## src/rtl/shift_ram_mt_if.sv

```systemverilog
// Sample/strobe inputs and scan outputs of one shift_ram_mt correlator stage.
// The master drives samples. The slave is the delay line itself.
interface shift_ram_mt_if #(
  parameter int WIDTH = 8,
  parameter int AW    = 5
);
  logic             clr;
  logic [WIDTH-1:0] din;
  logic             sin;
  logic [WIDTH-1:0] dout;
  logic [WIDTH-1:0] dshift;
  logic             dshift_vld;
  logic [AW-1:0]    dshift_lag;
  logic             sout;
  logic             busy;
  logic             ovf;

  modport master (
    output clr, din, sin,
    input  dout, dshift, dshift_vld, dshift_lag, sout, busy, ovf
  );

  modport slave (
    input  clr, din, sin,
    output dout, dshift, dshift_vld, dshift_lag, sout, busy, ovf
  );
endinterface

```

## src/rtl/shift_ram_mt.sv

```systemverilog
// RAM delay line for one multi-tau stage: stores each sin sample, streams all lags newest-first (SHIFTRAM_CLR_EN adds RAM clear).
// Latency: lag 0 valid one cycle after the accepted sin, then DEPTH back-to-back beats.
// No backpressure: a sin while busy is dropped and recorded in the sticky ovf flag.
module shift_ram_mt #(
  parameter int WIDTH = 8,
  parameter int AW    = 5
) (
  input logic           clk,
  input logic           rst_n,
  shift_ram_mt_if.slave bus
);
  localparam int            DEPTH = 2 ** AW;
  localparam logic [AW-1:0] LAST  = '1;

  typedef enum logic [1:0] {
    IDLE,
    SCAN
`ifdef SHIFTRAM_CLR_EN
    , CLEAR
`endif
  } state_t;

  state_t           state, state_nxt;
  logic [WIDTH-1:0] ram [DEPTH];

  logic [AW-1:0]    base, base_nxt;
  logic [AW-1:0]    rd, rd_nxt;
  logic [AW-1:0]    cnt, cnt_nxt;
  logic [WIDTH-1:0] dout, dout_nxt;
  logic [WIDTH-1:0] dshift;
  logic [AW-1:0]    dshift_lag, lag_nxt;
  logic             dshift_vld, vld_nxt;
  logic             sout, sout_nxt;
  logic             busy;
  logic             ovf, ovf_nxt;
  logic             scan_beat;
  logic             ram_we;
  logic [AW-1:0]    ram_waddr;
  logic [WIDTH-1:0] ram_wdata;

  always_ff @(posedge clk or negedge rst_n) begin
    if (!rst_n) state <= IDLE;
    else        state <= state_nxt;
  end

  always_comb begin
    state_nxt = state;
    base_nxt  = base;
    rd_nxt    = rd;
    cnt_nxt   = cnt;
    dout_nxt  = dout;
    lag_nxt   = dshift_lag;
    vld_nxt   = 1'b0;
    sout_nxt  = 1'b0;
    ovf_nxt   = ovf;
    scan_beat = 1'b0;
    ram_we    = 1'b0;
    ram_waddr = base;
    ram_wdata = bus.din;

    case (state)
      IDLE: begin
        if (bus.sin) begin
          ram_we    = 1'b1;
          dout_nxt  = bus.din;
          rd_nxt    = base;
          cnt_nxt   = '0;
          base_nxt  = base + 1'b1;
          state_nxt = SCAN;
        end
      end
      SCAN: begin
        // The word at rd was written on an earlier edge, so no write-read bypass is needed.
        scan_beat = 1'b1;
        vld_nxt   = 1'b1;
        lag_nxt   = cnt;
        sout_nxt  = (cnt == '0);
        rd_nxt    = rd - 1'b1;
        cnt_nxt   = cnt + 1'b1;
        if (cnt == LAST) state_nxt = IDLE;
        if (bus.sin)     ovf_nxt   = 1'b1;
      end
`ifdef SHIFTRAM_CLR_EN
      CLEAR: begin
        ram_we    = 1'b1;
        ram_waddr = cnt;
        ram_wdata = '0;
        cnt_nxt   = cnt + 1'b1;
        if (cnt == LAST) state_nxt = IDLE;
      end
`endif
      default: state_nxt = IDLE;
    endcase

`ifdef SHIFTRAM_CLR_EN
    // clr takes priority over an incoming sample and aborts any scan in progress.
    if (bus.clr && state != CLEAR) begin
      state_nxt = CLEAR;
      base_nxt  = '0;
      cnt_nxt   = '0;
      rd_nxt    = rd;
      dout_nxt  = '0;
      ovf_nxt   = 1'b0;
      lag_nxt   = dshift_lag;
      vld_nxt   = 1'b0;
      sout_nxt  = 1'b0;
      scan_beat = 1'b0;
      ram_we    = 1'b0;
    end
`else
    if (bus.clr) ovf_nxt = 1'b0;
`endif
  end

  // RAM has no reset, so its contents survive rst_n.
  always_ff @(posedge clk) begin
    if (ram_we) ram[ram_waddr] <= ram_wdata;
  end

  always_ff @(posedge clk or negedge rst_n) begin
    if (!rst_n) begin
      base       <= '0;
      rd         <= '0;
      cnt        <= '0;
      dout       <= '0;
      dshift     <= '0;
      dshift_lag <= '0;
      dshift_vld <= 1'b0;
      sout       <= 1'b0;
      busy       <= 1'b0;
      ovf        <= 1'b0;
    end else begin
      base       <= base_nxt;
      rd         <= rd_nxt;
      cnt        <= cnt_nxt;
      dout       <= dout_nxt;
      dshift_lag <= lag_nxt;
      dshift_vld <= vld_nxt;
      sout       <= sout_nxt;
      busy       <= (state_nxt != IDLE);
      ovf        <= ovf_nxt;
      if (scan_beat) dshift <= ram[rd];
    end
  end

  assign bus.dout       = dout;
  assign bus.dshift     = dshift;
  assign bus.dshift_vld = dshift_vld;
  assign bus.dshift_lag = dshift_lag;
  assign bus.sout       = sout;
  assign bus.busy       = busy;
  assign bus.ovf        = ovf;
endmodule

```

## src/flat_wrapper.sv

```systemverilog
// flat-port wrapper written by rule: the top's interface ports become plain ports
module shift_ram_mt_flat 
#(
  parameter int WIDTH = 8,
  parameter int AW    = 5
)
  (clk, rst_n, bus_clr, bus_din, bus_sin, bus_dout, bus_dshift, bus_dshift_vld, bus_dshift_lag, bus_sout, bus_busy, bus_ovf);
  shift_ram_mt_if #(.WIDTH(WIDTH), .AW(AW)) bus_i ();
  input logic clk;
  input logic rst_n;
  input wire logic [$bits(bus_i.clr)-1:0] bus_clr;
  input wire logic [$bits(bus_i.din)-1:0] bus_din;
  input wire logic [$bits(bus_i.sin)-1:0] bus_sin;
  output wire logic [$bits(bus_i.dout)-1:0] bus_dout;
  output wire logic [$bits(bus_i.dshift)-1:0] bus_dshift;
  output wire logic [$bits(bus_i.dshift_vld)-1:0] bus_dshift_vld;
  output wire logic [$bits(bus_i.dshift_lag)-1:0] bus_dshift_lag;
  output wire logic [$bits(bus_i.sout)-1:0] bus_sout;
  output wire logic [$bits(bus_i.busy)-1:0] bus_busy;
  output wire logic [$bits(bus_i.ovf)-1:0] bus_ovf;
  assign bus_i.clr = bus_clr;
  assign bus_i.din = bus_din;
  assign bus_i.sin = bus_sin;
  assign bus_dout = bus_i.dout;
  assign bus_dshift = bus_i.dshift;
  assign bus_dshift_vld = bus_i.dshift_vld;
  assign bus_dshift_lag = bus_i.dshift_lag;
  assign bus_sout = bus_i.sout;
  assign bus_busy = bus_i.busy;
  assign bus_ovf = bus_i.ovf;
  shift_ram_mt #(.WIDTH(WIDTH), .AW(AW)) u_core (.clk(clk), .rst_n(rst_n), .bus(bus_i));
endmodule
```

## config.mk

```make
export PLATFORM = sky130hd
export DESIGN_NAME = shift_ram_mt_flat
export DESIGN_NICKNAME = d
export VERILOG_FILES = /design/src/rtl/shift_ram_mt_if.sv /design/src/rtl/shift_ram_mt.sv /design/src/flat_wrapper.sv
export SDC_FILE = /design/constraint.sdc
export NUM_CORES = 1
export LEC_CHECK = 0
export CAP_MARGIN = 40
export CORE_UTILIZATION = 60
export DETAILED_ROUTE_END_ITERATION = 10
export GPL_TIMING_DRIVEN = 0
export MAX_ROUTING_LAYER = met4
export PLACE_DENSITY = 0.78
export SYNTH_ARGS = -nofsm -noshare
export SYNTH_HDL_FRONTEND = slang
export SYNTH_SLANG_ARGS = --single-unit
```

## constraint.sdc

```tcl
create_clock -name clk -period 2.55 [get_ports clk]
set_input_delay 0.255 -clock clk [delete_from_list [all_inputs] [get_ports clk]]
set_output_delay 0.255 -clock clk [all_outputs]
set_load 0.005 [all_outputs]
```

==> results.yml, run 1 <==
yosys:
  yosysUniqueCellTypes: 40
  synthTopCellsByArea: "edfxtp_1 65%, dfrtp_1 8.8%, mux4_1 6.0%"
  synth_edf_count: 256
  synth_warnings: 0
  yosysTopAreaCell: "edfxtp_1"
  synth_most_common_cell: "edfxtp_1"
  synth_area_mm2: 0.0119
  synth_fp_nets: 682
  ys_async_sr_fraction_pct: 14.1
  ys_seq_area_share_pct: 73.4
  ys_seq_elements: 298
  synth_ff_type: "edfxtp_1"
  syn_inst: 662
  syn_avg_cell_area_um2: 18.0
  yosys-top-cells-count: "256 x edfxtp_1, 70 x nand2_1, 48 x nor2_1"
  synth_top_area_share_pct: 64.6
global_routing:
  grt_max_degree: 30
  grt_overflow_total: 0
  antenna_found_initial: 1
  grt_util_all_layers_pct: 27.4
  grt_first_pass_wirelength_um: 38800
  first_global_vias: 6419
power_and_ir_drop:
  static-leakage-power_uw: 0.00474
  power.density_mw_per_mm2: 965
  ir_drop_v: 0.000780
  power_uw: 13400
timing:
  drv_slew: 0
  finalSetupViolations: 0
  layout_worst_path_cycle_share_pct: 97.0
  max_freq_ghz: 0.404
  post-route-min-period_ps: 2470
  rsz0062_at_grt: "no"
  hold_viol_final: 0
  tightest_slew_ps: 801
  fin_skew_ps: 8.32
  slew_headroom_pct: 46.5
final_layout:
  final_nets: 758
  area_growth_pct: 16.3
  stdcell_count: 1026
  seq_area_mm2: 0.00874
  drive_gt1_share_pct: 18.0
  final_util_pct: 71.1
  nFillCells: 1157
  multi_input_area_mm2: 0.00303
routing:
  via_per_inst: 6.24
  firstDrtPassIters: 5
  drtAntennaViolNets: 0
  drt_iter0_drc: 757
  vias: 6404
  routed_wl_um: 25600
  drc: 0
  wl_per_cell_um: 25.0
clock_tree:
  cts_buffers: 29
  clock-sinks: 298
  clockBufferDepth: 3
  worstSkewPairLatency_ps: 550
  cts_tree: "yes"
  cts_setup_buffers: 0
  htree_levels: 1
  cts_root_buf: "clkbuf_16"
  cts.clk_slew.worst_paths_ps: 70
worst_setup_path:
  start_kind: "register"
  cp.required_ps: 2950
  worst-path-max-fanout: 10
  r2r-start: "u_core.rd[0]"
  path_delay_family: "compound AO/OA/AOI/OAI gates"
  r2r_cells: 6
  endpoint_kind: "register"
  cp.buffers_inverters: 2
  path_class: "reg2reg"
  arrival_ps: 2880
  cp_cell_sequence: "buf_2, buf_4, mux4_2, nor2b_1, a211oi_1, o211ai_1"
  r2r_setup_slack_ps: 80
  cpMaxStageDelayCell: "a211oi_1"
  critPathMaxStageDelay_ps: 580
  r2r_end: "u_core.bus.dshift[5]"
floorplan:
  dieArea_mm2: 0.0204
  die_h_um: 143
  rows: 51
  core-area_mm2: 0.0195
  ios: 37
  start_util_pct: 61.2
  die_w_um: 143
placement:
  dp.final_hpwl_um: 16900
  io_buffers: 36
  dpl.cell_count: 972
  routabilityCongestion: 0.873
hold_path:
  min_path_type: "in2async"
run:
  drv_cap: 0
run_status:
  status: "completed"
==> sequential cells by signal, indices dropped and copies added (netlist names) <==
name                   cells
u_core.bus.dshift_lag      5
u_core.bus.sout            1
u_core.state               2
u_core.bus.dshift_vld      1
u_core.bus.dshift          8
u_core.bus.dout            8
u_core.cnt                 5
u_core.bus.busy            1
u_core.bus.ovf             1
u_core.base                5
u_core.ram               256
u_core.rd                  5
==> worst max path at each step <==
stage | to | cells after the start | start
6_report | u_core.bus.dshift[5] | 6 | u_core.rd[0]
3_3_place_gp | u_core.ram[12][5] | 5 | bus_sin
3_5_place_dp | u_core.ram[10][4] | 5 | bus_sin
2_1_floorplan | u_core.ram[10][0] | 4 | u_core.state[1]
5_1_grt | u_core.bus.dshift[6] | 6 | u_core.rd[0]
4_1_cts | u_core.ram[23][5] | 4 | u_core.state[1]
==> area by class of cell <==
| cell class | instances | area share (%) |
|---|---|---|
| Antenna cell | 1 | 0.0181 |
| Timing Repair Buffer | 46 | 4.01 |
| Buffer | 39 | 1.57 |
| Clock buffer | 33 | 5.35 |
| Clock inverter | 20 | 1.23 |
| Sequential cell | 298 | 63.1 |
| Multi-Input combinational cell | 309 | 21.9 |
| Tap cell | 265 | 2.40 |
| Inverter | 15 | 0.407 |
==> kinds of logic (layout without fill, tap and decap cells) <==
family	Yosys count	after routing	share of synthesized area, %
compound gates	60	60	3.61
xor+xnor	4	4	0.294
fa+ha+maj	8	8	0.841
buf+inv	55	153	2.29
flops	298	298	73.4
mux	88	88	14.1
other cells	1	2	0.0315
simple gates	148	148	5.37
==> what timing repair did <==
item | CTS | global route
hold buffers | 1 | 0
setup endpoints to repair | 208 | 160
endpoints found under the hold margin | 42 | 0
gates resized for setup | 42 | 5
==> stage by stage <==
stage | hold WS [ps] | setup WS [ps] | instance area, um^2 | setup TNS [ps]
2_1_floorplan | -40.6 | 489 | 11900 | 0
3_3_place_gp | 463 | -749 | 12600 | -153040
3_5_place_dp | 178 | -797 | 12800 | -157960
4_1_cts | 140 | -13.1 | 13800 | -139
5_1_grt | 196 | 36.1 | 13800 | 0
6_report | 140 | 76.8 | 13800 | 0
==> power breakdown <==
part           leakage (uW)  switching, uW  internal, uW
Combinational       0.00145           1940          1590
Clock              0.000451           1770          2300
Sequential          0.00284            190          5560
==> metal layers <==
layer	track usage (%)	vias up	part of all wire, %	routed length (um)
met1	36.9	3262	40	10300
met2	42.9	313	49	12500
met4	10.7	0	3.6	935
met3	4.19	64	7.4	1890
li1	-	2765	-	-
met5	-	-	0	0
==> cells in the final DEF, fill, tap and decap left out, types with 14 or more instances in the layout <==
cell	count
inv_1	15
mux4_2	29
nand2_1	67
clkdlybuf4s50_1	35
dfrtp_1	42
nor2_2	14
mux2i_1	32
mux4_1	27
clkbuf_16	29
edfxtp_1	256
nor2_1	22
clkbuf_1	20
(Power assumes the default switching activity.)
==> inputs of run 2 (changes only) <==
--- a/config.mk
+++ b/config.mk
@@ -6,11 +6,12 @@
 export NUM_CORES = 1
 export LEC_CHECK = 0
 export CAP_MARGIN = 40
-export CORE_UTILIZATION = 60
+export CORE_MARGIN = 2
+export CORE_UTILIZATION = 55
 export DETAILED_ROUTE_END_ITERATION = 10
 export GPL_TIMING_DRIVEN = 0
 export MAX_ROUTING_LAYER = met4
-export PLACE_DENSITY = 0.78
+export PLACE_DENSITY = 0.75
 export SYNTH_ARGS = -nofsm -noshare
 export SYNTH_HDL_FRONTEND = slang
 export SYNTH_SLANG_ARGS = --single-unit
==> constraint.sdc (replaced) <==
create_clock -name clk -period 2 [get_ports clk]
set_input_delay 0.2 -clock clk [delete_from_list [all_inputs] [get_ports clk]]
set_output_delay 0.2 -clock clk [all_outputs]
set_load 0.005 [all_outputs]
==> run 2 against run 1 <==
  * The flow now finishes with violations (setup timing)
  * Largest cell class unchanged
  * Wire length increased by 0.62%
  * Critical path type unchanged
  * Worst setup slack got worse by 200 ps
  * Sequential share of layout area decreased by 1.6 points
  * Fmax increased by 16%
  * Critical endpoint unchanged
  * Clock power increased by 28%
  * Clock skew increased by 16 ps
  * Cell count increased by 1.8%
  * Power increased by 31%
==> results.yml, run 2 (synthesis gave the netlist of run 1 again) <==
run_status:
  violations: "setup timing"
  status: "finished with violations"
global_routing:
  antenna_found_initial: 0
  grt_first_pass_wirelength_um: 39100
  grt_overflow_total: 0
  first_global_vias: 6633
  grt_max_degree: 35
  grt_util_all_layers_pct: 24.0
timing:
  tns_ps: -811
  timing.hold.ws_ps: 45.9
  post-route-min-period_ps: 2130
  setup_slack_ps: -125
  finalSetupViolations: 8
  hold_viol_final: 0
  layout_worst_path_cycle_share_pct: 106
  drv_slew: 0
  tightest_slew_ps: 768
  max_freq_ghz: 0.471
  rsz0062_at_grt: "yes"
  fin_skew_ps: 24.4
  slew_headroom_pct: 48.7
clock_tree:
  cts_buffers: 29
  cts_tree: "yes"
  cts.clk_slew.worst_paths_ps: 60
  clock-sinks: 298
  htree_levels: 1
  worstSkewPairLatency_ps: 570
  clockBufferDepth: 3
  cts_root_buf: "clkbuf_16"
power_and_ir_drop:
  static-leakage-power_uw: 0.00483
  ir_drop_v: 0.000986
  power_uw: 17400
  power.density_mw_per_mm2: 1230
worst_setup_path:
  r2r_cells: 6
  worst-path-max-fanout: 10
  start_kind: "register"
  critPathMaxStageDelay_ps: 550
  r2r_end: "u_core.bus.dshift[5]"
  arrival_ps: 2560
  cp.required_ps: 2430
  r2r-start: "u_core.rd[1]"
  endpoint_kind: "register"
  cpMaxStageDelayCell: "mux4_2"
  path_class: "reg2reg"
  cp_cell_sequence: "buf_6, buf_12, mux4_2, mux4_2, nand2_2, o211ai_1"
  cp_common_cell: "mux4_2"
  r2r_setup_slack_ps: -130
floorplan:
  start_util_pct: 56.3
  core-area_mm2: 0.0212
  dieArea_mm2: 0.0228
  die_h_um: 151
  rows: 53
  ios: 37
  die_w_um: 151
placement:
  dpl.cell_count: 982
  io_buffers: 36
  dp.final_hpwl_um: 16800
  dpl-instance-area_mm2: 0.0128
  routabilityCongestion: 0.899
final_layout:
  stdcell_count: 1044
  final_nets: 768
  fin_area_mm2: 0.0142
  reg_top3: "u_core.ram: 256 flops, u_core.bus.dout: 8 flops, u_core.bus.dshift: 8 flops"
  area_growth_pct: 19.4
  drive_gt1_share_pct: 23.3
  layout_common_cells: "256 x edfxtp_1, 65 x nand2_1, 43 x mux4_2, 41 x dfrtp_1, 35 x clkdlybuf4s50_1"
  largest_register_ffs: 256
  final_common_cell: "edfxtp_1"
  num_antenna_cells: 0
  largest_register: "u_core.ram"
routing:
  drtAntennaViolNets: 0
  vias: 6463
  routed_wl_um: 25800
  drc: 0
  firstDrtPassIters: 5
  via_per_inst: 6.19
  drt_iter0_drc: 812
  wl_per_cell_um: 24.7
run:
  drv_cap: 0
hold_path:
  min_path_type: "in2async"
## run 2: critical path, delay by kind of cell, from the launching register on
family / cells / cell delay, ps
mux: 2 / 1100
flops: 1 / 350
buf+inv: 2 / 310
simple gates: 1 / 130
compound gates: 1 / 100
## run 2: how the worst max path moves through the flow
stage                     from                    to  slack (ps)  cells past startpoint
2_1_floorplan  u_core.state[1]     u_core.ram[10][0]         -60                      4
3_3_place_gp           bus_sin      u_core.ram[5][5]       -1230                      5
3_5_place_dp           bus_sin      u_core.ram[0][4]       -1280                      5
4_1_cts           u_core.rd[1]  u_core.bus.dshift[5]        -110                      6
5_1_grt           u_core.rd[0]  u_core.bus.dshift[6]        -160                      6
6_report          u_core.rd[1]  u_core.bus.dshift[5]        -130                      6
## run 2: power by group
part	total [uW]	internal, uW	switching (uW)
logic	4880	2280	2600
clock network	5210	3010	2200
registers	7350	7090	262
total	17400	12400	5060
## run 2: cell type report
cell class / count / area, um^2
clock inverters: 10 / 111
repair buffers: 57 / 729
flip-flops and latches: 298 / 8740
fillers: 1308 / 6950
well taps: 275 / 344
clock buffers: 42 / 795
plain buffers: 38 / 278
inverters: 15 / 56.3
multi-input cells: 309 / 3150
## run 2: layer usage
layer | up-vias | GRT usage (%) | wire [um]
met4 | 0 | 7.62 | 646
li1 | 2776 | - | -
met1 | 3357 | 33.6 | 11000
met3 | 45 | 4.19 | 1730
met2 | 285 | 36.9 | 12500
met5 | - | - | 0
## run 2: through the flow
stage                     util (%)  setup slack (ps)
after floorplan                  -             -60.7
after global placement        59.6             -1230
after detailed placement      60.5             -1280
after CTS                     66.7              -110
after global routing          67.1              -158
final                         67.1              -125
## run 2: what timing repair did
action	CTS	global route
endpoints found under the hold margin	42	0
setup buffers	8	3
gates resized for setup	114	18
pin swaps	6	9
hold buffers	1	0
cloned	0	0
endpoints found under the setup margin	266	264
==> variant, RTL diff (config.mk and constraints of run 2) <==
Add a define of `SHIFTRAM_CLR_EN`.
--- a/src/rtl/shift_ram_mt.sv
+++ b/src/rtl/shift_ram_mt.sv
@@ -1,6 +1,8 @@
 // RAM delay line for one multi-tau stage: stores each sin sample, streams all lags newest-first (SHIFTRAM_CLR_EN adds RAM clear).
 // Latency: lag 0 valid one cycle after the accepted sin, then DEPTH back-to-back beats.
 // No backpressure: a sin while busy is dropped and recorded in the sticky ovf flag.
+`define SHIFTRAM_CLR_EN
+
 module shift_ram_mt #(
   parameter int WIDTH = 8,
   parameter int AW    = 5
Function: changed (a bounded check fails within 4 cycles, from zero or initial values and one cycle with rst_n low).
==> variant against run 2 <==
The flow still finishes with violations (negative setup slack). Maximum frequency down 5.8%. Utilization up 5.1 points. Setup slack worse by 130 ps. Clock power up 6.9%. Total power up 30%. Final area up 7.5%. Area after synthesis unchanged. Sequential cell count unchanged. Clock skew down 4.6 ps. Routed wire length up 15%. Critical path type unchanged. Largest power group is now combinational logic.
==> variant: results (changes against run 2) <==
Run status
  • Status: complete, but fails checks
  • Failing checks: negative setup slack

Final layout
  • Seq area share: 0.572 (-0.0430)
  • Invs w/o clock: 12 (-3)
  • Fraction of area in non-clock buffers: 0.0979 (+0.0270)
  • Multi-input logic portion of the cell area: 0.240 (+0.0186)
  • Nets: 829 (+7.9%)
  • # diodes: 1 (+1)
  • Proportion of layout cells with a drive suffix above 1: 0.348 (+0.115)

STA
  • Final setup viols: 264 (+256)
  • Worst setup margin: -256 ps (-130 ps)
  • Slew @ Worst Pin: 663 ps (-105 ps)
  • Fin Clk Skew: 19.8 ps (-4.60 ps)

Power
  • Switching power: 0.00755 W (+49%)
  • P_clk: 0.00557 W (+6.9%)
  • P_leak: 5.25 nW (+8.7%)
  • Top Consumer: combinational logic
  • Comb power: 0.00876 W (+80%)
  • Peak supply drop: 0.000952 V (-3.4%)

Synth
  • Synth cell types: 41 (+2.5%)

Global route
  • Met3 Track Usage GR: 0.0491 (+0.00723)
  • Met1 Use GR: 0.353 (+0.0177)
  • Global-route wire length before repair: 43900 um (+12%)
  • Maximum number of pins on one net before global-route repair: 29 (-17%)
  • Global-route usage over all layers: 0.273 (+0.0322)
  • Initial antenna violation count: 1 (+1)

Clock tree
  • Resized cells post-CTS: 90 (-21%)
  • Worst skew pair latency: 550 ps (-20 ps)
  • Post-CTS Setup Repair Bufs: 39 (+31)

Placed design
  • Cell Area, Placed: 0.0131 mm^2 (+2.7%)
  • RePlAce Congestion: 0.913 (+1.5%)
  • Post-DP HPWL: 18400 um (+9.3%)

Routing
  • Post-Route WL: 29600 um (+15%)
  • Initial DRC Count: 632 (-22%)
  • Vias/cell: 6.44 (+4.0%)

Worst setup path
  • Worst path max stage delay: 470 ps (-80 ps)
==> variant: cells by family after synthesis <==
logic type / count (synthesis) / synth area share
buffers and inverters: 42 / 0.0181
muxes: 91 / 0.127
and+or+nand+nor: 142 / 0.0548
adders and majority gates: 9 / 0.00946
AOI/OAI and AO/OA: 99 / 0.0547
xor gates and xnor gates: 2 / 0.00147
DFF: 298 / 0.734
==> variant: worst paths after layout <==
path                                                 startpoint                                   end  slack, ps  depth (start not counted)
max reg2reg                           u_core.state[1]$_DFF_PN0_           u_core.ram[12][1]$_DFFE_PP_       -260                          9
min                                                       rst_n      u_core.bus.dshift[2]$_DFFE_PN0P_        160                          2
max in group asynchronous                                 rst_n             u_core.state[1]$_DFF_PN0_       1320                          3
min reg2reg                u_core.bus.dshift_lag[3]$_DFFE_PN0P_  u_core.bus.dshift_lag[3]$_DFFE_PN0P_        490                          2
max                                   u_core.state[1]$_DFF_PN0_           u_core.ram[12][1]$_DFFE_PP_       -260                          9
min in group clk                                     bus_din[0]        u_core.bus.dout[0]$_DFFE_PN0P_        300                          2
==> variant: per-stage QoR <==
stage / setup slack, ps / setup TNS (ps) / utilization / instances / total power, W
after floorplan: -155 / -49530 / - / 683 / 0.0126
after global placement: -1490 / -454930 / 0.612 / 994 / 0.0146
after detailed placement: -803 / -149670 / 0.621 / 1004 / 0.0151
after CTS: -190 / -33350 / 0.710 / 1095 / 0.0219
after global routing: -285 / -60960 / 0.722 / 1106 / 0.0234
final: -256 / -54170 / 0.722 / 1106 / 0.0226
==> variant: per-layer routing <==
| layer | share of wire | up-vias |
|---|---|---|
| met5 | 0 | - |
| met3 | 0.079 | 98 |
| met4 | 0.035 | 0 |
| li1 | - | 2975 |
| met1 | 0.39 | 3682 |
| met2 | 0.50 | 369 |
